==> src/rtl/alu_cmd_driver.sv <==
// Byte-serial command initiator for alu_math: serializes one request, awaits alu_ready, returns result.
// Optional WAIT timeout (status 2) is built only when ALU_DRV_TIMEOUT_EN is defined.
module alu_cmd_driver #(
   parameter int unsigned TIMEOUT = 64
) (
   input  logic        clk,
   input  logic        rst,
   input  logic        req_valid,
   output logic        req_ready,
   input  logic [3:0]  req_op,
   input  logic [15:0] req_a,
   input  logic [15:0] req_b,
   output logic        rsp_valid,
   input  logic        rsp_ready,
   output logic [31:0] rsp_result,
   output logic [1:0]  rsp_status,
   output logic        alu_ctl,
   output logic [7:0]  alu_dat,
   input  logic [31:0] alu_result,
   input  logic        alu_ready
);

   localparam logic [3:0] OpIncA   = 4'd6;
   localparam logic [3:0] OpIncB   = 4'd7;
   localparam logic [3:0] OpClrRes = 4'd8;
   localparam logic [3:0] OpAccum  = 4'd9;

   typedef enum logic [2:0] {
      StIdle, StOpc, StAMsb, StALsb, StBMsb, StBLsb, StWait, StResp
   } state_e;

   state_e      state_q, state_d;
   logic [3:0]  op_q, op_d;
   logic [15:0] a_q, a_d, b_q, b_d;
   logic [31:0] result_q, result_d;
   logic [1:0]  status_q, status_d;
   logic        req_ready_q, rsp_valid_q, alu_ctl_q;
   logic [7:0]  alu_dat_q, alu_dat_d;
`ifdef ALU_DRV_TIMEOUT_EN
   logic [15:0] cnt_q, cnt_d;
`endif

   always_comb begin
      state_d  = state_q;
      op_d     = op_q;
      a_d      = a_q;
      b_d      = b_q;
      result_d = result_q;
      status_d = status_q;
`ifdef ALU_DRV_TIMEOUT_EN
      cnt_d    = '0;
`endif
      unique case (state_q)
         StIdle: begin
            if (req_valid) begin
               op_d     = req_op;
               a_d      = req_a;
               b_d      = req_b;
               result_d = '0;
               if (req_op > OpAccum) begin
                  status_d = 2'd1;
                  state_d  = StResp;
               end else begin
                  status_d = 2'd0;
                  state_d  = StOpc;
               end
            end
         end
         StOpc: begin
            if (op_q == OpClrRes)    state_d = StWait;
            else if (op_q == OpIncB) state_d = StBMsb;
            else                     state_d = StAMsb;
         end
         StAMsb: state_d = StALsb;
         StALsb: state_d = ((op_q == OpIncA) || (op_q == OpAccum)) ? StWait : StBMsb;
         StBMsb: state_d = StBLsb;
         StBLsb: state_d = StWait;
         StWait: begin
            // A completion in the last counted cycle beats the timeout.
            if (alu_ready) begin
               result_d = alu_result;
               status_d = 2'd0;
               state_d  = StResp;
            end
`ifdef ALU_DRV_TIMEOUT_EN
            else if (cnt_q == 16'(TIMEOUT - 1)) begin
               result_d = '0;
               status_d = 2'd2;
               state_d  = StResp;
            end else begin
               cnt_d = cnt_q + 16'd1;
            end
`endif
         end
         StResp: begin
            if (rsp_ready) begin
               result_d = '0;
               status_d = '0;
               state_d  = StIdle;
            end
         end
         default: state_d = StIdle;
      endcase
   end

   // Outputs are decoded from the next state so they register in step with state_q.
   always_comb begin
      alu_dat_d = '0;
      unique case (state_d)
         StOpc:   alu_dat_d = {4'h0, op_d};
         StAMsb:  alu_dat_d = a_d[15:8];
         StALsb:  alu_dat_d = a_d[7:0];
         StBMsb:  alu_dat_d = b_d[15:8];
         StBLsb:  alu_dat_d = b_d[7:0];
         default: alu_dat_d = '0;
      endcase
   end

   always_ff @(posedge clk or posedge rst) begin
      if (rst) begin
         state_q     <= StIdle;
         op_q        <= '0;
         a_q         <= '0;
         b_q         <= '0;
         result_q    <= '0;
         status_q    <= '0;
         req_ready_q <= 1'b0;
         rsp_valid_q <= 1'b0;
         alu_ctl_q   <= 1'b0;
         alu_dat_q   <= '0;
`ifdef ALU_DRV_TIMEOUT_EN
         cnt_q       <= '0;
`endif
      end else begin
         state_q     <= state_d;
         op_q        <= op_d;
         a_q         <= a_d;
         b_q         <= b_d;
         result_q    <= result_d;
         status_q    <= status_d;
         req_ready_q <= (state_d == StIdle);
         rsp_valid_q <= (state_d == StResp);
         alu_ctl_q   <= (state_d == StOpc);
         alu_dat_q   <= alu_dat_d;
`ifdef ALU_DRV_TIMEOUT_EN
         cnt_q       <= cnt_d;
`endif
      end
   end

   assign req_ready  = req_ready_q;
   assign rsp_valid  = rsp_valid_q;
   assign rsp_result = result_q;
   assign rsp_status = status_q;
   assign alu_ctl    = alu_ctl_q;
   assign alu_dat    = alu_dat_q;

endmodule

==> config.mk <==
export PLATFORM = sky130hd
export DESIGN_NAME = alu_cmd_driver
export DESIGN_NICKNAME = d
export VERILOG_FILES = /design/src/rtl/alu_cmd_driver.sv
export SDC_FILE = /design/constraint.sdc
export NUM_CORES = 1
export LEC_CHECK = 0
export ABC_AREA = 1
export CELL_PAD_IN_SITES_DETAIL_PLACEMENT = 0
export CELL_PAD_IN_SITES_GLOBAL_PLACEMENT = 1
export CORE_ASPECT_RATIO = 0.7
export CORE_UTILIZATION = 34
export CTS_CLUSTER_DIAMETER = 60
export CTS_CLUSTER_SIZE = 8
export DETAILED_ROUTE_END_ITERATION = 8
export GPL_TIMING_DRIVEN = 0
export PLACE_DENSITY = 0.85
export SLEW_MARGIN = 20
export SYNTH_ARGS = -nofsm -noshare
export SYNTH_HDL_FRONTEND = slang
export SYNTH_SLANG_ARGS = --single-unit
==> constraint.sdc <==
create_clock -name clk -period 3.3 [get_ports clk]
set_input_delay 0.33 -clock clk [delete_from_list [all_inputs] [get_ports clk]]
set_output_delay 0.33 -clock clk [all_outputs]
set_load 0.01 [all_outputs]
==> results_dict.tcl <==
set metrics [dict create \
    outcome "completed" \
    path_max_fanout 10 \
    die-height_um 90.6 \
    gr-usage-met3_pct 4.62 \
    synth_top_area_share_pct 54.4 \
    grt_pass1_wl_um 16600 \
    hold_buffers 0 \
    vdd.ir_drop.worst_v 0.000347 \
    drive_gt1_share_pct 8.84 \
    die_w_um 129 \
    r2r_cells 12 \
    nNetsFinal 656 \
    p_per_area_nw_per_um2 922 \
    use_met1_pct 26.3 \
    rows 31 \
    initial_utilization_pct 35.9 \
    max_clock_freq_mhz 499 \
    finalClockSkew_ns 0.00356 \
    viasPerCell 4.54 \
    cts_tree "built" \
    finalInstanceArea_um2 5470 \
    antenna_found_initial 0 \
    io_buffers 116 \
    synth_ff_type "dfrtp_1" \
    final_common_cell "nand2_1" \
    fp.coreArea_um2 10600 \
    worstPathRequired_ns 3.51 \
    min_period_ns 2.00 \
    synthArstFlopShare_pct 100 \
    cts.reportedPaths.clkPinSlew_ns 0.06 \
    max_cap_violations 0 \
    numPlacedInstances 720 \
    slew_viol_final 0 \
    grt_max_degree 47 \
    cts_buffers 9 \
    dp_hpwl_um 7370 \
    postRouteAntennaNets 0 \
    busiest_layer "met2" \
    worstHoldPathType "in2async" \
    die_area_um2 11700 \
    yosys-top-cells-area "dfrtp_1 (54%), nand2_1 (13%), nand3_1 (8.7%)" \
    layout.cells.non_filler 736 \
    slowest_delay_ns 0.37 \
    area_growth_pct 43.2 \
    clk_latency_ns 0.33 \
    crit_chain "buf_6 -> nor2_8 -> nand3_4 -> inv_2 -> nand2_2 -> nand3_1 -> inv_2 -> buf_2 -> nand3_1 -> nand2_1 -> nor2_1 -> nand2_1" \
    global_route.usage.met2_pct 27.4 \
    synth.largest_area_cell "dfrtp_1" \
    crit_type "reg2reg" \
    mappedNetlistArea_um2 3820 \
    drcViolationCount 0 \
    finalHoldViolations 0 \
    drt_pre_antenna_iters 7 \
    cts_resized 0 \
    yosysWarningCount 0 \
    drt-total-wl_um 10000 \
    yosysSeqAreaShare_pct 54.4 \
    crit_arrival_ns 2.21 \
    worstMarginPinSlew_ns 0.551 \
    rsz0062_at_grt "no" \
    fillers 992 \
    num_antenna_cells 0 \
    vias 3341 \
    cp_slowest_cell "dfrtp_1" \
    syn_inst 455 \
    placed_area_um2 5190 \
    wl_per_cell_um 13.6 \
    grt_remaining_overflow 0 \
    endpoint_kind "flop" \
    h-tree-depth 3 \
    syn_avg_cell_area_um2 8.39 \
    cts_root_buf "clkbuf_16" \
    setup_viol 0 \
    clock-sinks 83 \
    start_kind "flop" \
    gp_congestion 0.824 \
    drt_iter0_markers 306 \
    preCtsSetupSlack_ns 1.16 \
    io_pins 118 \
    synth_edf_count 0 \
    ys_ff_latch 83 \
    cts_setup_buffers 0 \
    grt_pass1_vias 3329 \
    fin_crit_sh_pct 60.7 \
    cts.path.max_buffers 2 \
    synthDistinctLibCells 28 \
    p_leak_nw 2.59 \
    final.setup.worst_slack_ns 1.30 \
    syn-num-nets 528 \
    maxSlewHeadroom_pct 63.2 \
    gr-usage-all-layers_pct 18.5 \
    final_cell_mix "nand2_1 (132), clkdlybuf4s50_1 (116), dfrtp_1 (83)" \
]
[stage by stage]
step | power [mW] | utilization, % | setup TNS, ns | hold WS (ns)
finish | 5.04 | 51.4 | 0 | 0.398
global route | 5.43 | 51.4 | 0 | 0.452
CTS | 5.09 | 51.4 | 0 | 0.412
detailed placement | 4.13 | 48.9 | 0 | 0.463
global placement | 4.08 | 48.6 | -41.52 | 0.459
floorplan | 3.15 | - | 0 | 0.444
[cells by family after synthesis]
family,after synthesis,share of synthesized area (%)
AOI/OAI and AO/OA,43,5.97
other,1,0.0983
DFF,83,54.4
buffers and inverters,87,10.1
and+or+nand+nor,241,29.4
[layout make-up]
cell class                      count  area (um2)  share of cell area (%)
Sequential cell                    83        2080                    38.0
Multi-Input combinational cell    285        1350                    24.8
Timing Repair Buffer              117        1190                    21.7
Clock buffer                       14         264                    4.83
Inverter                           64         245                    4.49
Tap cell                          148         185                    3.39
Buffer                             23         143                    2.61
Clock inverter                      2        10.0                   0.183
[layer usage]
layer | vias up | routed length (um)
met1 | 1561 | 4940
met4 | 0 | 116
met5 | - | 0
li1 | 1682 | -
met3 | 11 | 554
met2 | 87 | 4410
[flip-flops by register name (all words and copies together), names as in the netlist]
name / flops
req_ready: 1
rsp_valid: 1
rsp_status: 1
alu_dat: 8
b_q: 16
alu_ctl: 1
a_q: 16
op_q: 4
rsp_result: 32
state_q: 3
[worst max-delay path: cells and delay by family, from the launching register on]
family	cells	cell delay, ns
AND/OR/NAND/NOR	8	1.02
buffers and inverters	4	0.49
flip-flops	1	0.37
[Yosys cell counts (2+ instances only)]
cell      number
clkbuf_1       7
nand2_1      132
nand4_4        2
nor2_1        22
buf_4          7
inv_1         58
a21oi_1        3
nand4_1        6
dfrtp_1       83
nor2_4         3
inv_2          5
nor2_2         3
nand3_1       66
o21ai_1       27
o21ai_0       11
buf_2          6
buf_6          3
[worst paths after layout]
check	from	slack, ns	endpoint
min	rst	0.40	rsp_result[27]
max reg2reg	state_q[1]	1.30	alu_dat[2]
max in group asynchronous	rst	2.31	op_q[1]
max	state_q[1]	1.30	alu_dat[2]
min reg2reg	b_q[6]	0.48	b_q[6]
min in group clk	b_q[6]	0.48	b_q[6]
[report_power, final]
part / switching, mW / internal [mW]
Sequential: 0.211 / 1.47
Clock: 0.372 / 0.549
Combinational: 1.42 / 1.02
Power figures use the tool's default switching activity.
